[config.mk]
export PLATFORM = sky130hd
export DESIGN_NAME = alu_share_arbiter
export DESIGN_NICKNAME = d
export VERILOG_FILES = /design/src/rtl/alu_share_arbiter.sv
export SDC_FILE = /design/constraint.sdc
export NUM_CORES = 1
export LEC_CHECK = 0
export BUFFER_PORTS_ARGS = -buffer_cell sky130_fd_sc_hd__buf_2
export CORE_ASPECT_RATIO = 0.9
export CORE_MARGIN = 2
export CORE_UTILIZATION = 45
export CTS_CLUSTER_DIAMETER = 200
export DETAILED_ROUTE_END_ITERATION = 8
export GPL_TIMING_DRIVEN = 0
export PLACE_DENSITY = 0.8
export SLEW_MARGIN = 15
export SYNTH_ARGS = -nofsm -noshare
export SYNTH_HDL_FRONTEND = slang
export SYNTH_SLANG_ARGS = --single-unit
[constraint.sdc]
create_clock -name clk -period 1.63 [get_ports clk]
set_input_delay 0.163 -clock clk [delete_from_list [all_inputs] [get_ports clk]]
set_output_delay 0.163 -clock clk [all_outputs]
set_load 0.1 [all_outputs]
[src/rtl/alu_share_arbiter.sv]
// Round-robin arbiter that time-shares one external combinational ALU between two
// requesters: operands are registered toward the ALU and the result is registered back.
module alu_share_arbiter #(
    parameter int WIDTH = 8,
    parameter int OPW   = 4
) (
    input  logic             clk,
    input  logic             rst,
    input  logic             req0,
    input  logic [OPW-1:0]   op0,
    input  logic [WIDTH-1:0] a0,
    input  logic [WIDTH-1:0] b0,
    output logic             gnt0,
    output logic             done0,
    input  logic             req1,
    input  logic [OPW-1:0]   op1,
    input  logic [WIDTH-1:0] a1,
    input  logic [WIDTH-1:0] b1,
    output logic             gnt1,
    output logic             done1,
    output logic [OPW-1:0]   alu_op,
    output logic [WIDTH-1:0] alu_a,
    output logic [WIDTH-1:0] alu_b,
    input  logic [WIDTH-1:0] alu_z,
    output logic [WIDTH-1:0] result,
    output logic             busy
);

    typedef enum logic [1:0] {
        IDLE = 2'd0,
        EXEC = 2'd1,
        RESP = 2'd2
    } state_t;

    state_t           state_q, state_d;
    logic             ptr_q, ptr_d;
    logic             id_q, id_d;
    logic [OPW-1:0]   alu_op_q, alu_op_d;
    logic [WIDTH-1:0] alu_a_q, alu_a_d;
    logic [WIDTH-1:0] alu_b_q, alu_b_d;
    logic [WIDTH-1:0] result_q, result_d;

    logic [1:0]       req_vec;
    logic [1:0]       gnt_vec;
    logic [1:0]       done_vec;
    logic [OPW-1:0]   op_vec [2];
    logic [WIDTH-1:0] a_vec  [2];
    logic [WIDTH-1:0] b_vec  [2];
    logic             accept;
    logic             win_id;

    assign req_vec  = {req1, req0};
    assign op_vec[0] = op0;
    assign op_vec[1] = op1;
    assign a_vec[0]  = a0;
    assign a_vec[1]  = a1;
    assign b_vec[0]  = b0;
    assign b_vec[1]  = b1;

    // Grants exist only in IDLE; on contention the pointer picks the winner.
    always_comb begin
        gnt_vec = 2'b00;
        if (state_q == IDLE) begin
            if (&req_vec) begin
                gnt_vec[ptr_q] = 1'b1;
            end else begin
                gnt_vec = req_vec;
            end
        end
    end

    assign accept = |gnt_vec;
    assign win_id = gnt_vec[1];

    generate
        for (genvar gi = 0; gi < 2; gi++) begin : g_done
            assign done_vec[gi] = (state_q == RESP) && (id_q == gi[0]);
        end
    endgenerate

    // State register and all datapath flops.
    always_ff @(posedge clk) begin
        if (rst) begin
            state_q  <= IDLE;
            ptr_q    <= 1'b0;
            id_q     <= 1'b0;
            alu_op_q <= '0;
            alu_a_q  <= '0;
            alu_b_q  <= '0;
            result_q <= '0;
        end else begin
            state_q  <= state_d;
            ptr_q    <= ptr_d;
            id_q     <= id_d;
            alu_op_q <= alu_op_d;
            alu_a_q  <= alu_a_d;
            alu_b_q  <= alu_b_d;
            result_q <= result_d;
        end
    end

    always_comb begin
        state_d = state_q;
        case (state_q)
            IDLE:    if (accept) state_d = EXEC;
            EXEC:    state_d = RESP;
            RESP:    state_d = IDLE;
            default: state_d = IDLE;
        endcase
    end

    // Operands are captured once at acceptance; result only on the EXEC->RESP edge.
    always_comb begin
        ptr_d    = ptr_q;
        id_d     = id_q;
        alu_op_d = alu_op_q;
        alu_a_d  = alu_a_q;
        alu_b_d  = alu_b_q;
        result_d = result_q;
        if (accept) begin
            id_d     = win_id;
            ptr_d    = ~win_id;
            alu_op_d = op_vec[win_id];
            alu_a_d  = a_vec[win_id];
            alu_b_d  = b_vec[win_id];
        end
        if (state_q == EXEC) begin
            result_d = alu_z;
        end
    end

    always_comb begin
        gnt0   = gnt_vec[0];
        gnt1   = gnt_vec[1];
        done0  = done_vec[0];
        done1  = done_vec[1];
        busy   = (state_q != IDLE);
        alu_op = alu_op_q;
        alu_a  = alu_a_q;
        alu_b  = alu_b_q;
        result = result_q;
    end

endmodule

* Yosys cells after proc, flatten, opt, wreduce, memory -nomap -nowiden
Cells that the tools add are included.
Storage, ports and cells: register bits 32, bits in latches 0, memory bits (writable) 0, bits in read-only memories 0, input port bits 52, output and inout bits 33, logic and storage cells 38, memories 0
Operators by class: $add $sub $neg 0, multipliers 0, div/mod/pow operators 0, magnitude comparators 3, equality and inequality tests 3, shifts and indexed selects 0, multiplexer cells 15, bitwise logic cells 3, reduce and logical (&&, ||, !) cells 7
Operators by type and width (number):
- 8-bit two-way mux | 6
- 4-bit two-way mux | 3
- 2-bit two-way mux | 3
- 2-bit one-hot mux with 2 select lines | 1
- 1-bit logical AND | 3
- 2-bit by 1-bit == test with 1-bit output (second input constant) | 1
- 2-bit == test (second input constant) | 1
- 2-bit >= comparator (second input constant) | 1
- 2-bit logical NOT | 1
- 1-bit by 2-bit < comparator with 1-bit output (second input constant) | 1
- 2-bit != test (second input constant) | 1
- 1-bit inverter | 2
- 1-bit inverter with 2-bit output | 1
- 2-bit AND reduction | 1
- 2-bit nonzero test | 1
- 2-bit OR reduction | 1
- 1-bit demux with 1-bit select | 1
- 1-bit >= comparator (second input constant) | 1
- 1-bit two-way mux | 1

* Depth between registers and ports, before layout
Gate-level depths: netlist of the first run.
word-level depth 10, depth in mapped cells 5, mapped depth without buffers 4

* Least setup slack after synthesis of the first run
No wires, ideal clock.
path kind register -> output, start register state_q[0], end output gnt0, data arrival time 3.021 ns, required time 1.467 ns, path slack -1.554 ns, cell stages (with the launch flop) 5, buffers on the path 1, cell sequence dfxtp_1 nor2_4 inv_6 buf_6 a211oi_1
On the way: cells in the longest elaborated chain, start to end 2
RTL lines:
- start, declared | line 35 | state_t state_q, state_d;
- start signal, assigned | line 92 | state_q <= state_d;
- 2-bit logical NOT | line 63 | if (state_q == IDLE) begin
- 2-bit two-way mux | line 63
- end, declared | line 13 | output logic gnt0,
No other way between the ends.

* Worst setup path in the final report of the first run
start register state_q[1], end output gnt0
Same word-level chain as after synthesis.

==> results.py, run 1 <==
metrics = {
    "cells_and_area": {
        "multi_input_comb_area_sq_um": 861,
        "drive_above_1_share_pct": 46.2,
        "area_delta_synth_final_pct": 39.4,
        "final_area_sq_mm": 0.00228,
        "antenna_cells": 0,
        "seqCellArea_sq_um": 643,
        "fin_util_pct": 66.5,
        "finish.net_count": 326,
        "nFillCells": 318,
    },
    "die": {
        "placementRows": 20,
        "floorplan.die.height_um": 61.2,
        "start_util_pct": 47.7,
        "num_io_pins": 85,
        "die-width_um": 67.6,
        "core_sq_mm": 0.00343,
        "floorplan.die_area_sq_mm": 0.00414,
    },
    "setup_path": {
        "r2r_slack_ns": 0.18,
        "data_arrival_time_of_the_worst_path_ns": 1.45,
        "reg2regPathDepth": 7,
        "critical_path.startpoint_type": "flop",
        "critical_path.reg2reg.startpoint": "state_q[1]",
        "critPathMaxFanout": 10,
        "setup.worst_path.class": "reg2out",
        "worstSetupEndpointType": "output port",
        "reg2reg_to": "alu_b[0]",
        "timing.critical_path.required_ns": 1.47,
    },
    "route": {
        "drt_pre_antenna_iters": 4,
        "avgRoutedWirePerCell_um": 15.1,
        "drcViolationCount": 0,
        "drtAntennaViolNets": 0,
        "route.vias.total": 1804,
        "drt-vias-per-instance": 5.66,
        "route.final.wire_length_um": 4810,
        "drtIter0Drc": 100,
    },
    "min_path": {
        "worstHoldPathType": "in2reg",
        "min_from": "alu_z[5]",
        "endpoint_with_the_worst_hold_slack": "result[5]",
        "hold-path-cell-count": 3,
    },
    "power": {
        "vdd_drop_max_uv": 746,
        "switching_power_w": 0.00120,
        "seqPwrFrac_pct": 33.9,
        "pint_w": 0.00148,
        "clkPwrFrac_pct": 23.3,
        "power_density_over_the_cells_mw_per_mm2": 1180,
        "combinationalPowerShare_pct": 42.8,
        "leakagePower_nw": 0.971,
        "switching_share_pct": 44.7,
    },
    "synthesis": {
        "ys_seq_area_share_pct": 39.1,
        "syn_area_per_cell_sq_um": 9.14,
        "yosysUniqueCellTypes": 28,
        "ys_top_cells_by_area": "sky130_fd_sc_hd__dfxtp_1 39%, sky130_fd_sc_hd__a2111oi_1 9.2%, sky130_fd_sc_hd__a21oi_1 9.2%",
        "yosys_register_bits": 32,
        "post-synth-top-area-cell": "sky130_fd_sc_hd__dfxtp_1",
        "synth_net_count": 231,
        "synthCells": 179,
        "synth_top_cell_area_share_pct": 39.1,
        "ys.warnings.count": 0,
        "synth_area_sq_mm": 0.00164,
    },
    "global_route": {
        "global_route_wire_length_before_repair_um": 7320,
        "grt_antenna_before_repair": 0,
        "first_global_vias": 1673,
        "gr-usage-all-layers_pct": 24.0,
        "grt_max_degree": 11,
        "gr-total-overflow": 0,
    },
    "timing": {
        "timing.setup.tns_ns": 0,
        "final-hold-violation-count": 0,
        "setup-violations-final": 0,
        "final.period_utilization_pct": 98.7,
        "period_needed_ns": 1.61,
        "worst_clock_skew_ns": 0.00697,
        "fmax_mhz": 621,
        "timing_max_transition_violations_final": 0,
        "rsz0062_at_grt": "true",
        "relSlewSlack_pct": 67.8,
        "slew_at_the_pin_with_the_worst_max_slew_slack_ns": 0.483,
    },
    "clock_network": {
        "cts-buffers-inserted": 5,
        "tritoncts_clock_tree": "yes",
        "cts_max_level": 2,
        "worst_skew_pair.late_latency_ns": 0.29,
        "post_cts_hold_buffer_count": 0,
        "cts_root_buf": "sky130_fd_sc_hd__clkbuf_8",
        "clock_sinks": 32,
        "max-clock-path-buffers": 2,
        "worst_setup_hold_path_clk_slew_ns": 0.06,
    },
    "place": {
        "gp_congestion": 0.737,
        "place_area_sq_mm": 0.00214,
        "buffer_ports.inserted": 84,
        "dp_hpwl_um": 3450,
    },
    "outcome": {
        "status": "complete, no violations",
    },
    "run": {
        "maxCapViolCount": 0,
    },
}
sequential cells by signal, summed over array words and instances, names as in the netlist:
| signal | count |
|---|---|
| alu_a | 8 |
| alu_b | 8 |
| alu_op | 4 |
| id_q | 1 |
| ptr_q | 1 |
| result | 8 |
| state_q | 2 |
worst max path at each step:
stage               startpoint  endpoint  slack, ns  cells after the start
floorplan           state_q[1]      gnt0      -0.14                      4
global placement          req1      gnt1       0.06                      5
detailed placement        req1      gnt1       0.06                      5
CTS                 state_q[0]      gnt0      0.003                      5
global route        state_q[1]      gnt0      -0.03                      5
finish              state_q[1]      gnt0       0.02                      5
area by class of cell:
| type | count | share of cell area (%) |
|---|---|---|
| clock buffer | 8 | 3.95 |
| sequential | 32 | 28.2 |
| tap | 44 | 2.41 |
| buffer | 22 | 6.14 |
| timing repair buffer | 89 | 20.8 |
| multi-input combinational | 121 | 37.7 |
| inverter | 3 | 0.713 |
synthesized netlist by cell type, drive strengths merged:
cell type  count
a2111oi       20
a211oi         1
a21oi         30
and2b          1
and3b          1
buf           18
clkbuf         5
dfxtp         32
inv            3
nand2         16
nand2b         2
nand3          1
nor2           3
nor2b          1
nor3           2
nor3b          1
nor4          20
nor4b         20
o21ai          1
or2            1
metrics by stage:
step | worst slack (ns) | total power (W) | hold WS, ns | instances
detailed placement | 0.0648 | 0.00204 | 0.405 | 307
global route | -0.0326 | 0.00279 | 0.124 | 319
finish | 0.0208 | 0.00268 | 0.110 | 319
floorplan | -0.145 | 0.00182 | 0.242 | 179
global placement | 0.0574 | 0.00203 | 0.403 | 307
CTS | 0.00292 | 0.00269 | 0.101 | 321
cell families after synthesis:
| group | synth area share [%] |
|---|---|
| buffers and inverters | 9.33 |
| AND/OR/NAND/NOR | 29.4 |
| flip-flops | 39.1 |
| AO/OA/AOI/OAI | 22.2 |
layout by cell type (no fill, tap or decap), drive strengths merged, types with 2 or more instances in the layout:
| cell | count |
|---|---|
| nor2 | 3 |
| buf | 106 |
| a21oi | 30 |
| nand2 | 16 |
| nor3 | 2 |
| clkbuf | 13 |
| inv | 3 |
| a2111oi | 20 |
| nor4b | 20 |
| nor4 | 20 |
| dfxtp | 32 |
| nand2b | 2 |
timing repair:
item,in CTS,in global routing
endpoints found under the setup margin,2,11
buffers inserted,6,0
pin swaps,2,2
gates resized for setup,5,0
routing by layer:
metal	track usage, %	part of all wire, %	vias to the layer above
met5	0	0	-
met4	12.0	1.2	0
met3	4.75	7.0	5
met2	38.9	46	73
met1	30.7	46	841
li1	-	-	885
critical path: stages, from the launching register on:
cell and delay, ns:
sky130_fd_sc_hd__dfxtp_2 0.34, sky130_fd_sc_hd__nor2_4 0.19, sky130_fd_sc_hd__inv_6 0.07, sky130_fd_sc_hd__buf_12 0.14, sky130_fd_sc_hd__a211oi_4 0.20, sky130_fd_sc_hd__buf_12 0.21
power by group through the flow:
| stage | Clock [W] | Sequential, W | Combinational, W |
|---|---|---|---|
| final | 0.000626 | 0.000910 | 0.00115 |
| after global routing | 0.000665 | 0.000919 | 0.00120 |
| after CTS | 0.000635 | 0.000909 | 0.00115 |
| after detailed placement | 0 | 0.000925 | 0.00111 |
| after global placement | 0 | 0.000923 | 0.00111 |
| after floorplan | 0 | 0.00143 | 0.000386 |
No activity file was read; power rests on OpenSTA's default activity.
==> run 2, diff against run 1 <==
- HOLD_SLACK_MARGIN: not set -> 0.15
==> results.py, run 2 (synthesized netlist as in run 1, its figures left out) <==
metrics = {
    "outcome": {
        "status": "complete, no violations",
    },
    "route": {
        "drtIter0Drc": 83,
        "drt-vias-per-instance": 5.59,
        "route.final.wire_length_um": 4870,
        "drt_pre_antenna_iters": 5,
        "drtAntennaViolNets": 0,
        "avgRoutedWirePerCell_um": 14.9,
        "route.vias.total": 1835,
        "drcViolationCount": 0,
    },
    "place": {
        "dp_hpwl_um": 3450,
        "gp_congestion": 0.737,
        "buffer_ports.inserted": 84,
    },
    "cells_and_area": {
        "finish.net_count": 335,
        "layout_commonest_cell": "sky130_fd_sc_hd__buf_2",
        "most-common-layout-cells": "94 x sky130_fd_sc_hd__buf_2, 30 x sky130_fd_sc_hd__a21oi_1, 30 x sky130_fd_sc_hd__dfxtp_1",
        "area_delta_synth_final_pct": 44.9,
        "drive_above_1_share_pct": 44.7,
        "antenna_cells": 0,
    },
    "power": {
        "clkPwrFrac_pct": 23.4,
        "switching_power_w": 0.00121,
        "vdd_drop_max_uv": 745,
        "seqPwrFrac_pct": 33.6,
        "pint_w": 0.00150,
        "combinationalPowerShare_pct": 43.0,
        "leakagePower_nw": 1.01,
        "power_density_over_the_cells_mw_per_mm2": 1140,
        "switching_share_pct": 44.6,
        "report.power.total_w": 0.00271,
    },
    "global_route": {
        "grt_antenna_before_repair": 0,
        "global_route_wire_length_before_repair_um": 7560,
        "gr-usage-all-layers_pct": 24.7,
        "gr-total-overflow": 0,
        "grt_max_degree": 11,
        "first_global_vias": 1733,
    },
    "clock_network": {
        "worst_setup_hold_path_clk_slew_ns": 0.07,
        "tritoncts_clock_tree": "yes",
        "cts_max_level": 2,
        "clock_sinks": 32,
        "cts_root_buf": "sky130_fd_sc_hd__clkbuf_8",
        "cts-buffers-inserted": 5,
        "worst_skew_pair.late_latency_ns": 0.29,
        "max-clock-path-buffers": 2,
    },
    "timing": {
        "timing_max_transition_violations_final": 0,
        "hold_ws_ns": 0.227,
        "worst_clock_skew_ns": 0.00760,
        "relSlewSlack_pct": 67.4,
        "period_needed_ns": 1.61,
        "final.period_utilization_pct": 99.0,
        "fmax_mhz": 620,
        "slew_at_the_pin_with_the_worst_max_slew_slack_ns": 0.493,
        "rsz0062_at_grt": "true",
        "final-hold-violation-count": 0,
        "setup-violations-final": 0,
    },
    "die": {
        "floorplan.die_area_sq_mm": 0.00414,
        "start_util_pct": 47.7,
        "floorplan.die.height_um": 61.2,
        "num_io_pins": 85,
        "core_sq_mm": 0.00343,
        "die-width_um": 67.6,
        "placementRows": 20,
    },
    "setup_path": {
        "data_arrival_time_of_the_worst_path_ns": 1.45,
        "worstSetupEndpointType": "output port",
        "critPathMaxFanout": 10,
        "critical_path.startpoint_type": "flop",
        "timing.critical_path.required_ns": 1.47,
        "setup.worst_path.class": "reg2out",
    },
    "run": {
        "maxCapViolCount": 0,
    },
    "min_path": {
        "worstHoldPathType": "in2reg",
    },
}
==> run 2: cell types whose count changed in the layout (fill, tap and decap cells not counted) <==
cell                            previous run  this run
sky130_fd_sc_hd__dlygate4sd3_1             0         9
==> run 2: critical path, stage by stage (launching register included) <==
cell	delay (ns)
sky130_fd_sc_hd__dfxtp_2	0.34
sky130_fd_sc_hd__nor2_4	0.19
sky130_fd_sc_hd__inv_6	0.07
sky130_fd_sc_hd__buf_12	0.14
sky130_fd_sc_hd__a211oi_4	0.20
sky130_fd_sc_hd__buf_12	0.21
==> run 2: worst paths after layout <==
check,startpoint,endpoint,slack [ns],cells past startpoint
setup reg to reg,state_q[1],alu_b[0],0.18,7
hold reg to reg,result[5],result[5],0.46,2
hold / removal,req0,ptr_q,0.23,3
setup / recovery,state_q[1],gnt0,0.02,5
==> run 2: through the flow <==
step	setup WS [ns]	area [sq um]	std cells	TNS (ns)	utilization, %
after CTS	0.00292	2380	330	0	69.5
after global routing	-0.0326	2370	328	-0.0326	69.2
after detailed placement	0.0648	2140	307	0	62.4
after global placement	0.0574	2140	307	0	62.4
final	0.0160	2370	328	0	69.2
after floorplan	-0.145	1670	179	-0.248	-
==> run 2: repair_timing <==
action,CTS,global route
hold buffers,9,0
endpoints found under the setup margin,2,11
setup buffers,6,0
pin swaps,2,2
hold endpoints to repair,10,0
gates resized for setup,5,0
==> run 2: power by group through the flow <==
stage / clock network, W / logic (W) / registers (W)
finish: 0.000633 / 0.00116 / 0.000910
CTS: 0.000635 / 0.00117 / 0.000909
global route: 0.000665 / 0.00122 / 0.000918
global placement: 0 / 0.00111 / 0.000923
floorplan: 0 / 0.000386 / 0.00143
detailed placement: 0 / 0.00111 / 0.000925
==> run 2: layer usage <==
layer | track usage [%] | vias up | routed length [um]
met3 | 4.75 | 10 | 351
met4 | 12.2 | 0 | 72
li1 | - | 905 | -
met5 | 0 | - | 0
met2 | 41.2 | 73 | 2270
met1 | 30.9 | 847 | 2180
==> run 2: cell type report <==
| class | instances | area (sq um) |
|---|---|---|
| Tap cell | 44 | 55.1 |
| Sequential cell | 32 | 643 |
| Inverter | 3 | 16.3 |
| Multi-Input combinational cell | 121 | 861 |
| Timing Repair Buffer | 98 | 566 |
| Fill cell | 303 | 1060 |
| Buffer | 22 | 140 |
| Clock buffer | 8 | 90.1 |
==> run 3, diff against run 2 <==
- PLACE_DENSITY: 0.8 -> 0.86
- RECOVER_POWER: not set -> 100
==> results.py, run 3 (synthesized netlist as in run 1, its figures left out) <==
metrics = {
    "timing": {
        "worst_clock_skew_ns": 0.00835,
        "period_needed_ns": 1.60,
        "slew_at_the_pin_with_the_worst_max_slew_slack_ns": 0.546,
        "post-route-worst-setup-slack_ns": 0.0254,
        "final.period_utilization_pct": 98.4,
        "timing_max_transition_violations_final": 0,
        "fmax_mhz": 623,
        "rsz0062_at_grt": "true",
        "relSlewSlack_pct": 63.7,
        "setup-violations-final": 0,
        "final-hold-violation-count": 0,
    },
    "die": {
        "die-width_um": 67.6,
        "num_io_pins": 85,
        "core_sq_mm": 0.00343,
        "placementRows": 20,
        "floorplan.die.height_um": 61.2,
        "floorplan.die_area_sq_mm": 0.00414,
        "start_util_pct": 47.7,
    },
    "clock_network": {
        "clock_sinks": 32,
        "worst_skew_pair.late_latency_ns": 0.28,
        "max-clock-path-buffers": 2,
        "cts_root_buf": "sky130_fd_sc_hd__clkbuf_8",
        "cts-buffers-inserted": 5,
        "tritoncts_clock_tree": "yes",
        "cts_max_level": 2,
        "worst_setup_hold_path_clk_slew_ns": 0.07,
    },
    "setup_path": {
        "reg2reg_to": "alu_op[2]",
        "crit_top_cell": "sky130_fd_sc_hd__buf_12",
        "r2r_slack_ns": 0.22,
        "setup.worst_path.class": "reg2out",
        "critical_path.reg2reg.startpoint": "ptr_q",
        "timing.critical_path.required_ns": 1.47,
        "data_arrival_time_of_the_worst_path_ns": 1.44,
        "worstSetupEndpointType": "output port",
        "critPathMaxFanout": 10,
        "timing.critical_path.to": "gnt0",
        "crit_start": "state_q[1]",
        "crit_slowest_cell": "sky130_fd_sc_hd__dfxtp_2",
        "largest_stage_delay_worst_path_ns": 0.35,
        "critical_path.startpoint_type": "flop",
        "reg2regPathDepth": 4,
        "ordered_cell_list_for_the_critical_path": "nor2_4 > inv_6 > buf_12 > a211oi_4 > buf_12",
    },
    "route": {
        "drtAntennaViolNets": 0,
        "drcViolationCount": 0,
        "drt_pre_antenna_iters": 4,
        "avgRoutedWirePerCell_um": 15.5,
        "route.vias.total": 1847,
        "route.final.wire_length_um": 5040,
        "drtIter0Drc": 114,
        "drt-vias-per-instance": 5.70,
    },
    "power": {
        "report.power.total_w": 0.00271,
        "vdd_drop_max_uv": 731,
        "leakagePower_nw": 0.971,
        "power_density_over_the_cells_mw_per_mm2": 1160,
    },
    "global_route": {
        "grt_antenna_before_repair": 0,
        "first_global_vias": 1749,
        "global_route_wire_length_before_repair_um": 7660,
        "gr-total-overflow": 0,
        "gr-usage-all-layers_pct": 25.0,
        "grt_max_degree": 11,
    },
    "place": {
        "pre_cts_ws_ns": 0.0486,
        "gp_congestion": 0.767,
        "post-place-cells": 307,
        "place_area_sq_mm": 0.00214,
        "buffer_ports.inserted": 84,
        "dp_hpwl_um": 3430,
    },
    "cells_and_area": {
        "most-common-layout-cells": "63 x sky130_fd_sc_hd__buf_2, 31 x sky130_fd_sc_hd__clkbuf_2, 30 x sky130_fd_sc_hd__a21oi_1, 30 x sky130_fd_sc_hd__dfxtp_1, 19 x sky130_fd_sc_hd__nor4_1",
        "antenna_cells": 0,
        "finish.net_count": 332,
        "finalNonFillerCells": 324,
        "layout_commonest_cell": "sky130_fd_sc_hd__buf_2",
        "drive_above_1_share_pct": 42.9,
        "final_area_sq_mm": 0.00233,
        "area_delta_synth_final_pct": 42.3,
        "nFillCells": 300,
    },
    "run": {
        "maxCapViolCount": 0,
    },
    "min_path": {
        "worstHoldPathType": "in2reg",
    },
    "outcome": {
        "status": "complete, no violations",
    },
}
run 3: stage by stage:
stage	hold slack, ns	TNS [ns]	util [%]
2_1_floorplan	0.242	-0.248	-
3_3_place_gp	0.401	0	62.4
3_5_place_dp	0.405	0	62.4
4_1_cts	0.217	-0.00227	68.6
5_1_grt	0.260	-0.0193	67.9
6_report	0.232	0	67.9
run 3: critical path, delay by kind of cell (launching register included):
family,cells,cell delay (ns)
compound gates,1,0.19
simple gates,1,0.19
flops,1,0.35
buf+inv,3,0.42
run 3: where the power goes:
| group | total (W) | leakage (nW) | internal (W) | switching (W) |
|---|---|---|---|---|
| logic | 0.00114 | 0.655 | 0.000272 | 0.000872 |
| clock network | 0.000653 | 0.0503 | 0.000375 | 0.000277 |
| registers | 0.000913 | 0.266 | 0.000864 | 0.0000493 |
| total | 0.00271 | 0.971 | 0.00151 | 0.00120 |
run 3: how the worst min path moves through the flow:
stage	startpoint	end	slack [ns]	cells after the start
3_3_place_gp	rst	alu_b[7]	0.40	2
4_1_cts	req0	ptr_q	0.22	3
5_1_grt	b1[5]	alu_b[5]	0.26	3
2_1_floorplan	rst	alu_a[7]	0.24	1
6_report	req0	ptr_q	0.23	3
3_5_place_dp	rst	alu_b[7]	0.40	2
run 3: cell type report:
type                            count  area [sq um]  area share, %
Clock buffer                        7          96.3           4.14
Timing Repair Buffer               94           534           22.9
Tap cell                           44          55.1           2.36
Sequential cell                    32           643           27.6
Multi-Input combinational cell    121           842           36.2
Buffer                             23           141           6.07
Inverter                            3          16.3          0.699
run 3: timing repair:
action                     CTS  global route
hold endpoints to repair    10             0
resized for setup            5             0
setup endpoints to repair    2             1
buffers inserted             1             0
pin swaps                    2             1
hold buffers                 9             0
run 3: layer usage:
layer  GRT usage, %  share of wire [%]  vias up
met1           30.5                 45      867
met4           13.7                1.5        0
met3           6.03                6.2        8
met2           40.9                 47       70
met5              0                  0        -
li1               -                  -      902
